### src/rtl/reg_file_param_if.sv
// reg_file_param_if: IF/EXE/WB bundle between the PikaRISC pipeline and its register file.
interface reg_file_param_if #(
    parameter int DATA_W = 32,
    parameter int AW     = 4
);
    logic              if_pc_we;
    logic [DATA_W-1:0] if_pc_in;
    logic [DATA_W-1:0] if_pc_out;
    logic [AW-1:0]     exe_rd_num;
    logic [DATA_W-1:0] exe_rd_data_out;
    logic [AW-1:0]     exe_rs_num;
    logic [DATA_W-1:0] exe_rs_data_out;
    logic [AW-1:0]     exe_rt_num;
    logic [DATA_W-1:0] exe_rt_data_out;
    logic [DATA_W-1:0] exe_cpsr_out;
    logic              exe_lock_en;
    logic [AW-1:0]     exe_lock_num;
    logic              exe_rd_busy;
    logic              exe_rs_busy;
    logic              exe_rt_busy;
    logic [AW-1:0]     wb_rd_num;
    logic              wb_rd_write_en;
    logic [DATA_W-1:0] wb_rd_in;
    logic              wb_pc_write_en;
    logic [DATA_W-1:0] wb_pc_in;
    logic              wb_cpsr_write_en;
    logic [DATA_W-1:0] wb_cpsr_in;

    modport master (
        output if_pc_we, if_pc_in, exe_rd_num, exe_rs_num, exe_rt_num, exe_lock_en, exe_lock_num,
               wb_rd_num, wb_rd_write_en, wb_rd_in, wb_pc_write_en, wb_pc_in, wb_cpsr_write_en, wb_cpsr_in,
        input  if_pc_out, exe_rd_data_out, exe_rs_data_out, exe_rt_data_out, exe_cpsr_out,
               exe_rd_busy, exe_rs_busy, exe_rt_busy
    );

    modport slave (
        input  if_pc_we, if_pc_in, exe_rd_num, exe_rs_num, exe_rt_num, exe_lock_en, exe_lock_num,
               wb_rd_num, wb_rd_write_en, wb_rd_in, wb_pc_write_en, wb_pc_in, wb_cpsr_write_en, wb_cpsr_in,
        output if_pc_out, exe_rd_data_out, exe_rs_data_out, exe_rt_data_out, exe_cpsr_out,
               exe_rd_busy, exe_rs_busy, exe_rt_busy
    );
endinterface

### src/rtl/reg_file_param.sv
// reg_file_param: PikaRISC GPR/PC/CPSR register file with per-register busy scoreboard.
// Define REGFILE_BYPASS_EN for same-cycle WB->EXE/IF forwarding.
module reg_file_param #(
    parameter int                DATA_W     = 32,
    parameter int                NREG       = 16,
    parameter int                AW         = 4,
    parameter logic [DATA_W-1:0] PC_RESET   = '0,
    parameter logic [DATA_W-1:0] CPSR_WMASK = '1
) (
    input logic          clk,
    input logic          reset,
    reg_file_param_if.slave bus
);
    logic [DATA_W-1:0] gpr [NREG];
    logic [DATA_W-1:0] pc, cpsr, cpsr_nxt, wr_data;
    logic [NREG-1:0]   busy, busy_nxt;
    logic [AW-1:0]     wr_num, lock_num;
    logic              wr_en, lock_en, byp;

    assign wr_en    = bus.wb_rd_write_en;
    assign wr_num   = bus.wb_rd_num;
    assign wr_data  = bus.wb_rd_in;
    assign lock_en  = bus.exe_lock_en;
    assign lock_num = bus.exe_lock_num;

    // Forwarding is suppressed while reset is held so outputs show the reset state.
`ifdef REGFILE_BYPASS_EN
    assign byp = reset;
`else
    assign byp = 1'b0;
`endif

    function automatic logic ok(input logic [AW-1:0] n);
        return {1'b0, n} < (AW+1)'(NREG);
    endfunction

    function automatic logic hit(input logic [AW-1:0] n);
        return byp && wr_en && ok(n) && n == wr_num;
    endfunction

    function automatic logic [DATA_W-1:0] rd(input logic [AW-1:0] n);
        return hit(n) ? wr_data : ok(n) ? gpr[n] : '0;
    endfunction

    function automatic logic bz(input logic [AW-1:0] n);
        return hit(n) ? (lock_en && lock_num == n) : (ok(n) && busy[n]);
    endfunction

    always_comb begin
        cpsr_nxt = (cpsr & ~CPSR_WMASK) | (bus.wb_cpsr_in & CPSR_WMASK);
        // A new lock outranks a writeback clearing the same register.
        for (int i = 0; i < NREG; i++)
            busy_nxt[i] = (lock_en && lock_num == AW'(i)) || (busy[i] && !(wr_en && wr_num == AW'(i)));
        bus.if_pc_out       = byp && bus.wb_pc_write_en ? bus.wb_pc_in : pc;
        bus.exe_cpsr_out    = byp && bus.wb_cpsr_write_en ? cpsr_nxt : cpsr;
        bus.exe_rd_data_out = rd(bus.exe_rd_num);
        bus.exe_rs_data_out = rd(bus.exe_rs_num);
        bus.exe_rt_data_out = rd(bus.exe_rt_num);
        bus.exe_rd_busy     = bz(bus.exe_rd_num);
        bus.exe_rs_busy     = bz(bus.exe_rs_num);
        bus.exe_rt_busy     = bz(bus.exe_rt_num);
    end

    always_ff @(posedge clk or negedge reset) begin
        if (!reset) begin
            for (int i = 0; i < NREG; i++) gpr[i] <= '0;
            pc   <= PC_RESET;
            cpsr <= '0;
            busy <= '0;
        end else begin
            if (wr_en && ok(wr_num)) gpr[wr_num] <= wr_data;
            if (bus.wb_pc_write_en) pc <= bus.wb_pc_in;
            else if (bus.if_pc_we) pc <= bus.if_pc_in;
            if (bus.wb_cpsr_write_en) cpsr <= cpsr_nxt;
            busy <= busy_nxt;
        end
    end
endmodule

### src/flat_wrapper.sv
// flat-port wrapper written by rule: the top's interface ports become plain ports
module reg_file_param_flat 
#(
    parameter int                DATA_W     = 32,
    parameter int                NREG       = 16,
    parameter int                AW         = 4,
    parameter logic [DATA_W-1:0] PC_RESET   = '0,
    parameter logic [DATA_W-1:0] CPSR_WMASK = '1
)
  (clk, reset, bus_if_pc_we, bus_if_pc_in, bus_exe_rd_num, bus_exe_rs_num, bus_exe_rt_num, bus_exe_lock_en, bus_exe_lock_num, bus_wb_rd_num, bus_wb_rd_write_en, bus_wb_rd_in, bus_wb_pc_write_en, bus_wb_pc_in, bus_wb_cpsr_write_en, bus_wb_cpsr_in, bus_if_pc_out, bus_exe_rd_data_out, bus_exe_rs_data_out, bus_exe_rt_data_out, bus_exe_cpsr_out, bus_exe_rd_busy, bus_exe_rs_busy, bus_exe_rt_busy);
  reg_file_param_if #(.DATA_W(DATA_W), .AW(AW)) bus_i ();
  input logic clk;
  input logic reset;
  input wire logic [$bits(bus_i.if_pc_we)-1:0] bus_if_pc_we;
  input wire logic [$bits(bus_i.if_pc_in)-1:0] bus_if_pc_in;
  input wire logic [$bits(bus_i.exe_rd_num)-1:0] bus_exe_rd_num;
  input wire logic [$bits(bus_i.exe_rs_num)-1:0] bus_exe_rs_num;
  input wire logic [$bits(bus_i.exe_rt_num)-1:0] bus_exe_rt_num;
  input wire logic [$bits(bus_i.exe_lock_en)-1:0] bus_exe_lock_en;
  input wire logic [$bits(bus_i.exe_lock_num)-1:0] bus_exe_lock_num;
  input wire logic [$bits(bus_i.wb_rd_num)-1:0] bus_wb_rd_num;
  input wire logic [$bits(bus_i.wb_rd_write_en)-1:0] bus_wb_rd_write_en;
  input wire logic [$bits(bus_i.wb_rd_in)-1:0] bus_wb_rd_in;
  input wire logic [$bits(bus_i.wb_pc_write_en)-1:0] bus_wb_pc_write_en;
  input wire logic [$bits(bus_i.wb_pc_in)-1:0] bus_wb_pc_in;
  input wire logic [$bits(bus_i.wb_cpsr_write_en)-1:0] bus_wb_cpsr_write_en;
  input wire logic [$bits(bus_i.wb_cpsr_in)-1:0] bus_wb_cpsr_in;
  output wire logic [$bits(bus_i.if_pc_out)-1:0] bus_if_pc_out;
  output wire logic [$bits(bus_i.exe_rd_data_out)-1:0] bus_exe_rd_data_out;
  output wire logic [$bits(bus_i.exe_rs_data_out)-1:0] bus_exe_rs_data_out;
  output wire logic [$bits(bus_i.exe_rt_data_out)-1:0] bus_exe_rt_data_out;
  output wire logic [$bits(bus_i.exe_cpsr_out)-1:0] bus_exe_cpsr_out;
  output wire logic [$bits(bus_i.exe_rd_busy)-1:0] bus_exe_rd_busy;
  output wire logic [$bits(bus_i.exe_rs_busy)-1:0] bus_exe_rs_busy;
  output wire logic [$bits(bus_i.exe_rt_busy)-1:0] bus_exe_rt_busy;
  assign bus_i.if_pc_we = bus_if_pc_we;
  assign bus_i.if_pc_in = bus_if_pc_in;
  assign bus_i.exe_rd_num = bus_exe_rd_num;
  assign bus_i.exe_rs_num = bus_exe_rs_num;
  assign bus_i.exe_rt_num = bus_exe_rt_num;
  assign bus_i.exe_lock_en = bus_exe_lock_en;
  assign bus_i.exe_lock_num = bus_exe_lock_num;
  assign bus_i.wb_rd_num = bus_wb_rd_num;
  assign bus_i.wb_rd_write_en = bus_wb_rd_write_en;
  assign bus_i.wb_rd_in = bus_wb_rd_in;
  assign bus_i.wb_pc_write_en = bus_wb_pc_write_en;
  assign bus_i.wb_pc_in = bus_wb_pc_in;
  assign bus_i.wb_cpsr_write_en = bus_wb_cpsr_write_en;
  assign bus_i.wb_cpsr_in = bus_wb_cpsr_in;
  assign bus_if_pc_out = bus_i.if_pc_out;
  assign bus_exe_rd_data_out = bus_i.exe_rd_data_out;
  assign bus_exe_rs_data_out = bus_i.exe_rs_data_out;
  assign bus_exe_rt_data_out = bus_i.exe_rt_data_out;
  assign bus_exe_cpsr_out = bus_i.exe_cpsr_out;
  assign bus_exe_rd_busy = bus_i.exe_rd_busy;
  assign bus_exe_rs_busy = bus_i.exe_rs_busy;
  assign bus_exe_rt_busy = bus_i.exe_rt_busy;
  reg_file_param #(.DATA_W(DATA_W), .NREG(NREG), .AW(AW), .PC_RESET(PC_RESET), .CPSR_WMASK(CPSR_WMASK)) u_core (.clk(clk), .reset(reset), .bus(bus_i));
endmodule
### config.mk
export PLATFORM = sky130hd
export DESIGN_NAME = reg_file_param_flat
export DESIGN_NICKNAME = d
export VERILOG_FILES = /design/src/rtl/reg_file_param_if.sv /design/src/rtl/reg_file_param.sv /design/src/flat_wrapper.sv
export SDC_FILE = /design/constraint.sdc
export NUM_CORES = 1
export LEC_CHECK = 0
export CAP_MARGIN = 20
export CORE_ASPECT_RATIO = 1.75
export CORE_UTILIZATION = 40
export DETAILED_ROUTE_END_ITERATION = 12
export GPL_TIMING_DRIVEN = 0
export PLACE_DENSITY_LB_ADDON = 0.05
export SYNTH_ARGS = -nofsm -noshare
export SYNTH_HDL_FRONTEND = slang
export SYNTH_SLANG_ARGS = --single-unit
### constraint.sdc
create_clock -name clk -period 3.97 [get_ports clk]
set_input_delay 1.191 -clock clk [delete_from_list [all_inputs] [get_ports clk]]
set_output_delay 1.191 -clock clk [all_outputs]
set_load 0.01 [all_outputs]
==> results of run 1 <==
## sequential cells by signal, indices dropped and copies added (netlist names)
register and count:
u_core.bus.if_pc_out 32, u_core.gpr 512, u_core.bus.exe_cpsr_out 32, u_core.busy 16
## cells in the final DEF, fill, tap and decap left out, types with 4 or more instances in the layout
master                            count
sky130_fd_sc_hd__clkdlybuf4s15_1      5
sky130_fd_sc_hd__o21ai_0             51
sky130_fd_sc_hd__nand3b_1             6
sky130_fd_sc_hd__buf_8               12
sky130_fd_sc_hd__mux2i_1             32
sky130_fd_sc_hd__clkbuf_1            57
sky130_fd_sc_hd__buf_6               34
sky130_fd_sc_hd__nand2_2             19
sky130_fd_sc_hd__mux4_2             396
sky130_fd_sc_hd__clkdlybuf4s50_1    198
sky130_fd_sc_hd__a22oi_2            117
sky130_fd_sc_hd__clkbuf_8            51
sky130_fd_sc_hd__buf_16              41
sky130_fd_sc_hd__dfrtp_1            592
sky130_fd_sc_hd__clkbuf_2            15
sky130_fd_sc_hd__clkbuf_4            23
sky130_fd_sc_hd__bufinv_16           11
sky130_fd_sc_hd__nor2b_1              6
sky130_fd_sc_hd__nor2_1              10
sky130_fd_sc_hd__mux2_2             544
sky130_fd_sc_hd__nand2_1            117
sky130_fd_sc_hd__a22oi_1             81
sky130_fd_sc_hd__buf_12              47
sky130_fd_sc_hd__buf_4               62
sky130_fd_sc_hd__clkdlybuf4s15_2      4
sky130_fd_sc_hd__clkinv_2            13
sky130_fd_sc_hd__buf_2              121
sky130_fd_sc_hd__clkbuf_16           65
## how the worst max path moves through the flow
| stage | startpoint | end | depth (start not counted) | slack [ns] |
|---|---|---|---|---|
| final | bus_exe_rd_num[0] | bus_exe_rd_data_out[30] | 8 | -0.08 |
| after detailed placement | bus_exe_rd_num[3] | bus_exe_rd_data_out[11] | 7 | -1.59 |
| after global routing | bus_exe_rd_num[0] | bus_exe_rd_data_out[30] | 8 | -0.08 |
| after CTS | bus_exe_rd_num[0] | bus_exe_rd_data_out[11] | 8 | -0.09 |
| after floorplan | bus_exe_rd_num[0] | bus_exe_rd_data_out[18] | 6 | 0.18 |
| after global placement | reset | u_core.bus.exe_cpsr_out[2]$_DFFE_PN0P_ | 1 | -25.68 |
## repair_timing
item | CTS | global route
setup buffers | 65 | 38
cloned | 21 | 1
pin swaps | 41 | 42
resized for setup | 948 | 92
setup endpoints to repair | 99 | 70
## cells by family after synthesis
family / share of synthesized area
and+or+nand+nor: 0.0222
buffers and inverters: 0.0305
DFF: 0.439
AOI/OAI and AO/OA: 0.0532
muxes: 0.455
## final cells by class
| type | instances | area [µm²] | share of cell area |
|---|---|---|---|
| Buffer | 229 | 2410 | 0.0548 |
| Sequential cell | 592 | 14800 | 0.337 |
| Timing Repair Buffer | 435 | 4610 | 0.105 |
| Clock inverter | 33 | 470 | 0.0107 |
| Tap cell | 1065 | 1330 | 0.0304 |
| Clock buffer | 79 | 1680 | 0.0383 |
| Inverter | 3 | 11.3 | 0.000257 |
| Antenna cell | 1 | 2.50 | 0.0000570 |
| Multi-Input combinational cell | 1405 | 18600 | 0.423 |
## power by group
group	internal, mW	leakage [nW]	switching [mW]
Sequential	7.35	7.23	1.24
Combinational	3.73	9.75	2.53
Clock	3.69	1.06	2.68
## routing by layer
layer / vias up / wire length [µm] / GRT usage
met5: - / 36 / 0
met4: 6 / 9200 / 0.197
met3: 431 / 8980 / 0.0624
met2: 1231 / 69400 / 0.554
met1: 13100 / 47800 / 0.362
li1: 9873 / - / -
## Yosys cell counts, drive strengths merged
cell | number | share of area
and3 | 1 | 0.00019
o21ai | 51 | 0.0076
clkbuf | 120 | 0.013
mux2 | 544 | 0.18
inv | 3 | 0.00033
nand3 | 3 | 0.00044
mux2i | 32 | 0.0095
nor3b | 2 | 0.00059
a22oi | 198 | 0.044
nor2 | 13 | 0.0014
nand2 | 136 | 0.015
nand2b | 2 | 0.00037
nor2b | 6 | 0.0011
nand3b | 6 | 0.0013
nor3 | 3 | 0.00044
buf | 118 | 0.017
or3 | 3 | 0.00056
and2 | 3 | 0.00056
a21o | 3 | 0.00067
a32o | 3 | 0.00089
mux4 | 396 | 0.26
dfrtp | 592 | 0.44
## through the flow
step                      instances  power, mW  setup TNS [ns]  hold WS, ns  setup slack, ns
after floorplan                2238       12.1               0        0.480            0.176
after global placement         3607       14.2               -        0.491           -25.68
after detailed placement       3618       14.5         -132.36        0.495            -1.59
after CTS                      3813       21.2          -0.987        0.511          -0.0929
after global routing           3842       22.1          -0.543        0.534          -0.0752
final                          3842       21.2          -0.223        0.506          -0.0817
==> reports/results.env, run 1 <==
SETUP_WS_NS=-0.0817
POST-ROUTE-CELL-AREA_MM2=0.0439
POST_DRT_VIA_CELL_RATIO=6.42
CP_MAX_FO=8
TRACK_USAGE=0.319
REPORT.FINAL.SLEW_VIOL_COUNT=0
DESIGN.FINAL.NETS=2880
MIN_PERIOD_OVER_PERIOD=1.02
POWER_LEAKAGE_nW=18.0
HOLD_PATH_DEPTH=1
SYNTH_SEQ_AREA_SHARE=0.439
WORST_PATH_MOST_REPEATED_CELL='sky130_fd_sc_hd__buf_16'
WORST_SLEW_PIN_SLEW_NS=1.25
CP_DATA_ARRIVAL_TIME_NS=2.86
POWER-PER-CELL-AREA_mW_PER_MM2=484
CTS.CLK_SLEW.WORST_PATHS_NS=0.06
VIAS=24700
FMAX_GHz=0.247
CP_SLOWEST_STAGE_DELAY_NS=0.52
SYNTHESIS_STAGE_REGISTER_BIT_COUNT=592
WORST_R2R_STARTPOINT='u_core.gpr[63]$_DFFE_PN0P_'
WORST_IR_DROP_VDD_V=0.000353
ANTENNA_VIOL_NETS_FINAL=0
CLOCK_TREE.HTREE_LEVEL_COUNT=2
DETAIL_ROUTE.ITER0.VIOLATIONS=1949
CTS_BUFFER_DEPTH=3
DIE_Y_UM=386
TIMING.SLEW.HEADROOM=0.169
CLOCK_SKEW_NS=0
FF2FF_SETUP_SLACK_NS=3.11
NUMBER_OF_STANDARD_CELLS_AFTER_SYNTHESIS=2238
DETAIL_ROUTE.DRC_VIOLATIONS=0
FLOW.AREA_GROWTH_FROM_SYNTHESIS_PCT=30.1
CORE-AREA_MM2=0.0834
CLK_ROOT_BUFFER_CELL='sky130_fd_sc_hd__clkbuf_16'
DETAILED_PLACE_HPWL_UM=91000
R2R.WORST_PATH.CELLS=1
DIE_WIDTH_UM=222
PATH_CELLS='buf_16, buf_16, buf_12, buf_16, mux4_2, a22oi_2, nand2_2, buf_2'
WORSTHOLDSTART='u_core.bus.exe_cpsr_out[5]$_DFFE_PN0P_'
CTSHOLDBUFFERS=0
WORST_SETUP_PATH_START_KIND='input pin'
IO_PINS=318
FINALHOLDVIOLCOUNT=0
CTS_TREE='built'
CTS_SINKS=592
GRT_START_MAX_NET_PINS=121
GRT_ANTENNA_BEFORE_REPAIR=4
NUM_ROWS=140
GP_CONGESTION=0.894
SYNTH.YOSYS.WARNINGS=0
DPL_CELL_AREA_MM2=0.0383
CRITPATHSLOWESTCELL='sky130_fd_sc_hd__mux4_2'
OUTCOME='finished, violations left'
END_KIND='output port'
POST_DRT_WL_PER_CELL_UM=35.2
LAYOUT-DRIVE-GT1-SHARE=0.574
DETAILEDROUTE.FIRSTPASSITERATIONCOUNT=5
NETLIST-CELL-TYPE-COUNT=24
LAYOUT_MIN_CYCLE_TIME_NS=4.05
NUM-FILL-CELLS=6932
GRT_FIRST_PASS_WIRELENGTH_UM=193000
CRIT-REG2REG-CAPTURE='u_core.gpr[63]$_DFFE_PN0P_'
MIN_DELAY_WORST_ENDPOINT='u_core.bus.exe_cpsr_out[5]$_DFFE_PN0P_'
POSTROUTEWIRELENGTH_UM=135000
IO_PORT_BUFS=304
SETUP_VIOL=8
REQUIRED_NS=2.78
FIRST_GLOBAL_VIAS=26600
POST_SYNTH_INSTANCE_AREA_MM2=0.0338
WORST-SETUP-PATH-TYPE='input pin to output port'
CRIT_FAMILY='buffers and inverters'
CTS_MADE_BUFFERS=59
INITIAL_UTILIZATION=0.405
CP.BUFFERS_INVERTERS=5
HOLD_PATH.CLASS='flop to flop'
UNREPAIRED_SETUP_ENDPOINTS_AFTER_GLOBAL_ROUTING='yes'
MAX-CAP-VIOLATIONS=0
UTILIZATION=0.526
SYN_AVG_CELL_AREA_UM2=15.1
WORST_SKEW_PAIR.LATE_LATENCY_NS=0.66
DIE_AREA_MM2=0.0856
VIOLATED_CHECKS='setup timing'
NET_COUNT_SYNTH=2393
GRT_REMAINING_OVERFLOW=0
No activity file was read; power rests on OpenSTA's default activity.
==> run 2, diff against run 1 <==
--- a/config.mk
+++ b/config.mk
@@ -7,7 +7,7 @@
 export LEC_CHECK = 0
 export CAP_MARGIN = 20
 export CORE_ASPECT_RATIO = 1.75
-export CORE_UTILIZATION = 40
+export CORE_UTILIZATION = 45
 export DETAILED_ROUTE_END_ITERATION = 12
 export GPL_TIMING_DRIVEN = 0
 export PLACE_DENSITY_LB_ADDON = 0.05
==> run 2 against run 1 <==
The run still ends with setup timing left. Sequential cell count unchanged. Worst setup slack got worse by 0.011 ns. First-iteration DRC count up 18%. Clock power is 3% lower. Critical path depth decreased by 1. Die area decreased by 11%. Critical endpoint is now bus_exe_rt_data_out[30]. Highest routed layer is now met4.
==> reports/results.env, run 2 (synthesis gave the netlist of run 1 again) <==
ANTENNA_VIOL_NETS_FINAL=0
UNREPAIRED_SETUP_ENDPOINTS_AFTER_GLOBAL_ROUTING='yes'
LAYOUT-DRIVE-GT1-SHARE=0.559
POWER.CLOCK.FRACTION=0.296
CP_MAX_FO=8
IO_PINS=318
NUM-FILL-CELLS=5920
WORST_SLEW_PIN_SLEW_NS=1.13
POST_DRT_VIA_CELL_RATIO=6.77
MIN_PERIOD_OVER_PERIOD=1.02
DIE_WIDTH_UM=209
CP.BUFFERS_INVERTERS=4
WORST_IR_DROP_VDD_V=0.000367
TIMING.SLEW.HEADROOM=0.247
CRIT_FAMILY='buffers and inverters'
DIE_AREA_MM2=0.0761
SETUP_WS_NS=-0.0925
GRT_ANTENNA_BEFORE_REPAIR=4
PATH_CELLS='buf_16, buf_16, buf_16, mux4_2, a22oi_2, nand2_2, dlygate4sd2_1'
VIOLATED_CHECKS='setup timing'
FIRST_GLOBAL_VIAS=26500
FMAX_GHz=0.246
CTS_MADE_BUFFERS=60
WORST-SETUP-PATH-TYPE='input pin to output port'
HOLD_PATH.CLASS='input pin to asynchronous set/reset pin'
POWER-PER-CELL-AREA_mW_PER_MM2=487
GP_CONGESTION=0.944
NUM_ROWS=132
TRACK_USAGE=0.344
MOST_COMMON_CELL_AFTER_LAYOUT_FILL_AND_TAPS_ASIDE='sky130_fd_sc_hd__dfrtp_1'
WORST_PATH_MOST_REPEATED_CELL='sky130_fd_sc_hd__buf_16'
DETAIL_ROUTE.ITER0.VIOLATIONS=2306
MOSTFREQUENTLAYOUTCELLS='sky130_fd_sc_hd__dfrtp_1 (592), sky130_fd_sc_hd__mux2_2 (544), sky130_fd_sc_hd__mux4_2 (396), sky130_fd_sc_hd__clkdlybuf4s50_1 (198), sky130_fd_sc_hd__nand2_1 (122)'
WORST_R2R_STARTPOINT='u_core.busy[13]$_DFF_PN0_'
DETAIL_ROUTE.DRC_VIOLATIONS=0
INTERNAL_POWER_mW=14.6
FINAL-INSTANCE-COUNT-EXCL-FILL=3665
IO_PORT_BUFS=304
OUTCOME='finished, violations left'
POWER.SEQUENTIAL.FRACTION=0.410
GRT_START_MAX_NET_PINS=122
REPORT.FINAL.SLEW_VIOL_COUNT=0
P_COMB_FRAC=0.294
CP_SLOWEST_STAGE_DELAY_NS=0.51
PLACE.DETAILED.INSTANCES=3490
POST_DRT_WL_PER_CELL_UM=36.0
LARGEST_REGISTER_FFS=512
MAX-CAP-VIOLATIONS=0
TIMING.SETUP.TNS_NS=-0.426
DETAILED_PLACE_HPWL_UM=89100
REQUIRED_NS=2.78
CP_LAUNCH_POINT='bus_exe_rt_num[0]'
CP_DATA_ARRIVAL_TIME_NS=2.87
WORST_SKEW_PAIR.LATE_LATENCY_NS=0.65
FLOW.AREA_GROWTH_FROM_SYNTHESIS_PCT=27.4
CRITPATHSLOWESTCELL='sky130_fd_sc_hd__mux4_2'
VIAS=24800
GRT_FIRST_PASS_WIRELENGTH_UM=186000
SETUP_VIOL=15
END_KIND='output port'
POWER_LEAKAGE_nW=17.6
SWSHARE=0.303
LAYOUT_MIN_CYCLE_TIME_NS=4.06
INITIAL_UTILIZATION=0.455
CTS_TREE='built'
DIE_Y_UM=364
POSTROUTEWIRELENGTH_UM=132000
CTS_BUFFER_DEPTH=3
SWITCHINGPOWER_mW=6.35
CORE-AREA_MM2=0.0742
FINALHOLDVIOLCOUNT=0
CLOCK_SKEW_NS=0
LARGEST-REGISTER='u_core.gpr'
CLK_ROOT_BUFFER_CELL='sky130_fd_sc_hd__clkbuf_16'
DETAILEDROUTE.FIRSTPASSITERATIONCOUNT=5
WORST_SETUP_PATH_START_KIND='input pin'
GRT_REMAINING_OVERFLOW=0
DESIGN.FINAL.NETS=2830
CTS_SINKS=592
CTS.CLK_SLEW.WORST_PATHS_NS=0.07
CLOCK_TREE.HTREE_LEVEL_COUNT=2
run 2: cell count changes in the layout (fill, tap and decap cells not counted), sizes merged, moves of 10 or more:
cell           before  now
buf               320  205
clkbuf            211  263
clkdlybuf4s15       9   21
dlygate4sd2         2   12
run 2: area by class of cell:
class / count / area (µm²) / share of cell area
Antenna cell: 4 / 10.0 / 0.000233
Buffer: 235 / 2410 / 0.0561
Clock buffer: 86 / 1770 / 0.0412
Clock inverter: 24 / 324 / 0.00754
Inverter: 3 / 11.3 / 0.000262
Multi-Input combinational cell: 1405 / 18600 / 0.432
Sequential cell: 592 / 14800 / 0.345
Tap cell: 938 / 1170 / 0.0273
Timing Repair Buffer: 378 / 3910 / 0.0910
run 2: through the flow:
step | total power [mW] | setup slack [ns] | hold WS [ns] | instance area (µm²) | utilization
6_report | 21.0 | -0.0925 | 0.495 | 43000 | 0.580
5_1_grt | 21.7 | -0.104 | 0.525 | 43000 | 0.580
3_3_place_gp | 14.1 | -24.98 | 0.490 | 38000 | 0.512
4_1_cts | 20.9 | -0.0875 | 0.503 | 42300 | 0.571
3_5_place_dp | 14.4 | -1.61 | 0.496 | 38200 | 0.515
2_1_floorplan | 12.1 | 0.176 | 0.480 | 33800 | -
run 2: power groups by stage:
stage	sequential, mW	clock (mW)	combinational [mW]
finish	8.59	6.21	6.17
global route	8.77	6.49	6.47
CTS	8.52	6.31	6.03
detailed placement	8.63	0	5.82
global placement	8.46	0	5.66
floorplan	8.27	0	3.82
run 2: path summary, 6_finish.rpt:
path	to	depth (start not counted)	slack, ns
max	bus_exe_rt_data_out[30]	7	-0.09
min	u_core.gpr[165]$_DFFE_PN0P_	1	0.49
max reg2reg	u_core.busy[13]$_DFF_PN0_	2	3.14
min reg2reg	u_core.bus.exe_cpsr_out[9]$_DFFE_PN0P_	1	0.50
max in group asynchronous	u_core.bus.exe_cpsr_out[15]$_DFFE_PN0P_	4	1.39
min in group clk	u_core.bus.exe_cpsr_out[9]$_DFFE_PN0P_	1	0.50
run 2: metal layers:
metal,wire [µm],GRT usage,vias to the layer above
met1,46100,0.398,13200
met3,9570,0.0638,448
met2,67000,0.586,1372
met4,9310,0.222,0
met5,0,0,-
li1,-,-,9765
run 2: repair_timing:
action                     CTS  global route
pin swaps                   34            29
setup endpoints to repair   99            85
buffers inserted            11            30
hold buffers                 0             0
cloned                      11            13
resized for setup          739           155
